## src/rtl/tag_sort_pkg.sv

```systemverilog
// Shared defaults and legal parameter ranges for the tag-sorting datapath,
// plus a small popcount helper used for stage occupancy.
package tag_sort_pkg;

  localparam int TAG_W_DEF   = 12;
  localparam int NIB_W_DEF   = 4;
  localparam int NUM_BAK_DEF = 2;
  localparam int DEPTH_DEF   = 1;

  localparam int NUM_BAK_MIN = 1;
  localparam int NUM_BAK_MAX = 8;
  localparam int DEPTH_MIN   = 1;
  localparam int DEPTH_MAX   = 8;

  function automatic int count_ones(input logic [DEPTH_MAX-1:0] v);
    int n;
    n = 0;
    for (int i = 0; i < DEPTH_MAX; i++) begin
      n += int'(v[i]);
    end
    return n;
  endfunction

  function automatic bit params_ok(input int num_bak, input int depth);
    return (num_bak >= NUM_BAK_MIN) && (num_bak <= NUM_BAK_MAX) &&
           (depth >= DEPTH_MIN) && (depth <= DEPTH_MAX);
  endfunction

endpackage

```

## src/rtl/tag_pipe_stage.sv

```systemverilog
// One pipeline slot: a valid bit plus payload register. Loads on accept,
// empties when its entry is taken downstream or on flush, otherwise holds.
module tag_pipe_stage
  import tag_sort_pkg::*;
#(
  parameter int W = 8
) (
  input  logic         clk,
  input  logic         rst,
  input  logic         flush,
  input  logic         load,
  input  logic         unload,
  input  logic [W-1:0] d,
  output logic         valid,
  output logic [W-1:0] q
);

  always_ff @(posedge clk) begin
    if (rst) begin
      valid <= 1'b0;
      q     <= '0;
    end else begin
      // load/unload are already gated off during flush; flush only drops valid
      if (flush) begin
        valid <= 1'b0;
      end else if (load) begin
        valid <= 1'b1;
      end else if (unload) begin
        valid <= 1'b0;
      end
      if (load) begin
        q <= d;
      end
    end
  end

endmodule

```

## src/rtl/tag_pipe_reg.sv

```systemverilog
// Elastic register pipe for a forward tag plus packed backup tags, with
// bubble collapse, global enable, flush and registered occupancy tracking.
module tag_pipe_reg
  import tag_sort_pkg::*;
#(
  parameter int TAG_W   = TAG_W_DEF,
  parameter int NIB_W   = NIB_W_DEF,
  parameter int NUM_BAK = NUM_BAK_DEF,
  parameter int DEPTH   = DEPTH_DEF
) (
  input  logic                       clk,
  input  logic                       rst,
  input  logic                       ena,
  input  logic                       flush,
  input  logic                       in_valid,
  output logic                       in_ready,
  input  logic [TAG_W-1:0]           tag_fwd_in,
  input  logic [NUM_BAK*NIB_W-1:0]   tag_bak_in,
  output logic                       out_valid,
  input  logic                       out_ready,
  output logic [TAG_W-1:0]           tag_fwd_out,
  output logic [NUM_BAK*NIB_W-1:0]   tag_bak_out,
  output logic [$clog2(DEPTH+1)-1:0] occupancy
);

  // Handshake: an entry moves across a boundary on a rising edge exactly when
  // the sender's valid and the receiver's ready are both high in that cycle
  // with ena=1 and flush=0; valid never depends on ready, ready may depend on
  // valid and is combinational from out_ready back to in_ready.

  localparam int BAK_W = NUM_BAK * NIB_W;
  localparam int PAY_W = TAG_W + BAK_W;
  localparam int OCC_W = $clog2(DEPTH + 1);

  if (!params_ok(NUM_BAK, DEPTH)) begin : g_bad_params
    $error("tag_pipe_reg: NUM_BAK or DEPTH outside supported range");
  end

  logic             go;
  logic [DEPTH-1:0] vld;
  logic [DEPTH-1:0] rdy;
  logic [DEPTH-1:0] load;
  logic [DEPTH-1:0] unload;
  logic [PAY_W-1:0] pay [DEPTH+1];

  assign go     = ena & ~flush;
  assign pay[0] = {tag_fwd_in, tag_bak_in};

  for (genvar i = 0; i < DEPTH; i++) begin : g_stage
    logic src_valid;

    // A stage can accept if it, or any stage after it, has a hole, or the
    // output is draining: every occupied stage ahead then shifts forward.
    assign rdy[i] = ~(&vld[DEPTH-1:i]) | out_ready;

    if (i == 0) begin : g_head
      assign src_valid = in_valid;
    end else begin : g_body
      assign src_valid = vld[i-1];
    end

    if (i == DEPTH - 1) begin : g_tail
      assign unload[i] = go & vld[i] & out_ready;
    end else begin : g_mid
      assign unload[i] = go & vld[i] & rdy[i+1];
    end

    assign load[i] = go & src_valid & rdy[i];

    tag_pipe_stage #(
      .W(PAY_W)
    ) u_stage (
      .clk    (clk),
      .rst    (rst),
      .flush  (flush),
      .load   (load[i]),
      .unload (unload[i]),
      .d      (pay[i]),
      .valid  (vld[i]),
      .q      (pay[i+1])
    );
  end

  assign in_ready    = go & rdy[0];
  assign out_valid   = vld[DEPTH-1];
  assign tag_fwd_out = pay[DEPTH][PAY_W-1:BAK_W];
  assign tag_bak_out = pay[DEPTH][BAK_W-1:0];
  assign occupancy   = OCC_W'(count_ones(DEPTH_MAX'(vld)));

endmodule

```

## config.mk

```make
export PLATFORM = sky130hd
export DESIGN_NAME = tag_pipe_reg
export DESIGN_NICKNAME = d
export VERILOG_FILES = /design/src/rtl/tag_sort_pkg.sv /design/src/rtl/tag_pipe_stage.sv /design/src/rtl/tag_pipe_reg.sv
export SDC_FILE = /design/constraint.sdc
export NUM_CORES = 1
export LEC_CHECK = 0
export CORE_MARGIN = 1.5
export CORE_UTILIZATION = 29
export DETAILED_ROUTE_END_ITERATION = 6
export GPL_ROUTABILITY_DRIVEN = 0
export PLACE_DENSITY = 0.62
export SYNTH_ARGS = -nofsm -noshare
export SYNTH_HDL_FRONTEND = slang
export SYNTH_SLANG_ARGS = --single-unit
```

## constraint.sdc

```tcl
create_clock -name clk -period 2.84 [get_ports clk]
set_input_delay 0.426 -clock clk [delete_from_list [all_inputs] [get_ports clk]]
set_output_delay 0.426 -clock clk [all_outputs]
set_load 0.05 [all_outputs]
```

==> out/metrics.cfg <==
[final_layout]
nFillCells=360
layout.nets=169
multi_input_area_um2=493
seqCellArea_um2=420
fin_area_um2=1490
final_cells=188
area_delta_synth_final_pct=50.1
drive_gt1_share_pct=4.23
n_antenna_cell=0

[setup_path]
crit_chain=clkdlybuf4s50_1 -> nand2b_1 -> and3_2 -> clkdlybuf4s50_1
rr_worst_depth=3
crit_buf_inv=2
cp_top_family=buffers and inverters
critPathMaxStageDelay_ns=0.79
critical_path_arrival_ns=1.99
crit_path_end_kind=output port
r2r_slack_ns=1.59
crit_slowest_cell=clkdlybuf4s50_1
start_kind=input port
crit_top_cell=clkdlybuf4s50_1
path_class=in2out
timing.rr.end=g_stage[0].u_stage.q[13]$_SDFFE_PP0P_
cp_max_fo=2
cp.required_ns=2.41
rr_startpoint=g_stage[0].u_stage.valid$_SDFFE_PP0P_

[place]
dp_slack_ns=0.418
port_buffers=48
hpwl_um=1610
placed_area_um2=1470
dp.cells=184

[sta]
finClkSkew_ns=0.00491
rsz0062_at_grt=no
drv_slew=0
period_minus_slack_ns=2.42
worstMarginPinSlew_ns=0.508
finalSetupViolations=0
fin_crit_sh_pct=85.2
tns_ns=0
final_hold_viol_count=0
slew_headroom_pct=66.0
fmax_mhz=413
layout_setup_ws_ns=0.422

[global_routing]
gr-max-usage-layer=met2
grt_pass1_vias=763
track_usage_pct=11.4
antenna_found_initial=0
use_met3_pct=1.47
grt_max_degree=23
grt_use_met2_pct=20.5
grt_use_met1_pct=13.0
grt_pass1_wl_um=3200
grt_overflow=0

[clock_tree]
cts_max_level=1
clk_latency_ns=0.30
cts_resized=0
clk_pin_slew_ns=0.11
cts_tree=built
root_buffer=clkbuf_4
clock_sinks=21
post_cts_buffers=0
clock_path_buffers=2
numCtsBuffers=3
hold_buffers=0

[synthesis]
yosys-top-cells-area=dfxtp_1, nand2b_1, mux2i_1
synth_seq_area_share_pct=42.3
synth_edf_count=0
synth_seq_cells=21
ys.flop_type=dfxtp_1
yosysWarnings=0
yosysMostFrequentCell=nand2b_1
synth_area_um2=995
synth_top_area_share_pct=42.3
synth_top_cell_by_area=dfxtp_1
synth_cells=97
synth_commonest_cells=nand2b_1, dfxtp_1, mux2i_1, clkbuf_1
synth_nets=123
postSynth.asyncResetShare_pct=0
synth_area_per_cell_um2=10.3
synthDistinctLibCells=13

[drt]
routedWlPerCell_um=11.2
vias_per_cell=4.19
drc=0
firstDrtPassIters=3
ant_nets=0
wirelength_um=2110
drt_iter0_drc=7
vias=788

[floorplanning]
pin_count=49
dieArea_um2=3790
fp.dieH_um=61.6
initial_core_util_pct=30.0
rows=21
fp.coreArea_um2=3310
die_x_um=61.6

[power_and_ir_drop]
cellLeakagePower_nw=0.522
p_per_area_nw_per_um2=396
ir_drop_mv=0.158

[min_path]
hold_path_class=reg2reg
min_from=g_stage[0].u_stage.q[9]$_SDFFE_PP0P_
holdPathEnd=g_stage[0].u_stage.q[9]$_SDFFE_PP0P_
hold_depth=2

[flow_run]
maxCapViolations=0

[outcome]
status=finished, final reports clean

## where the power goes
| group | switching (mW) | internal [mW] | leakage (nW) |
|---|---|---|---|
| clock network | 0.0872 | 0.0547 | 0.0150 |
| registers | 0.00539 | 0.305 | 0.171 |
| logic | 0.0690 | 0.0706 | 0.336 |
## kinds of logic after synthesis
family / synth area share (%)
buf+inv: 8.18
mux: 20.1
simple gates: 28.1
compound gates: 1.38
flops: 42.3
## per-layer routing
metal,routed length [µm],vias up
li1,-,397
met1,858,373
met2,1160,16
met3,65,2
met4,26,0
met5,0,-
## cell type report
cell class | instances | share of cell area (%)
Multi-Input combinational cell | 66 | 33.0
Timing Repair Buffer | 49 | 32.7
Sequential cell | 21 | 28.2
Tap cell | 46 | 3.86
Clock buffer | 4 | 1.76
Inverter | 2 | 0.503
## worst max-delay path by stage
stage                                                      from  endpoint  slack [ns]  cells past startpoint
final                                                 out_ready  in_ready        0.42                      4
after global routing                                  out_ready  in_ready        0.35                      4
after CTS                                             out_ready  in_ready        0.41                      4
after detailed placement                              out_ready  in_ready        0.42                      4
after global placement                                out_ready  in_ready        0.45                      4
after floorplan           g_stage[0].u_stage.valid$_SDFFE_PP0P_  in_ready        1.32                      2
## registers in the layout, indices dropped and copies added, names as in the netlist
| name | count |
|---|---|
| g_stage.u_stage.q | 20 |
| g_stage.u_stage.valid | 1 |
## placed cells by master, fill, tap and decap left out
cell type and n:
and4_4 1, nand2b_1 41, inv_1 2, and3_2 1
clkdlybuf4s50_1 48, buf_4 1, o21a_1 1, dfxtp_1 21
mux2i_1 20, a31oi_1 1, clkbuf_1 1, clkbuf_4 3
nor2_1 1
## stage by stage
stage / hold slack, ns / utilization (%) / total power, mW
2_1_floorplan: 0.581 / - / 0.400
3_3_place_gp: 0.457 / 44.3 / 0.456
3_5_place_dp: 0.468 / 44.3 / 0.458
4_1_cts: 0.487 / 45.1 / 0.605
5_1_grt: 0.511 / 45.1 / 0.624
6_report: 0.475 / 45.1 / 0.592
## worst min-delay path: stages (launching register included)
cell and delay (ns):
dfxtp_1 0.33, nand2b_1 0.06, mux2i_1 0.05
(Power assumes the default switching activity.)
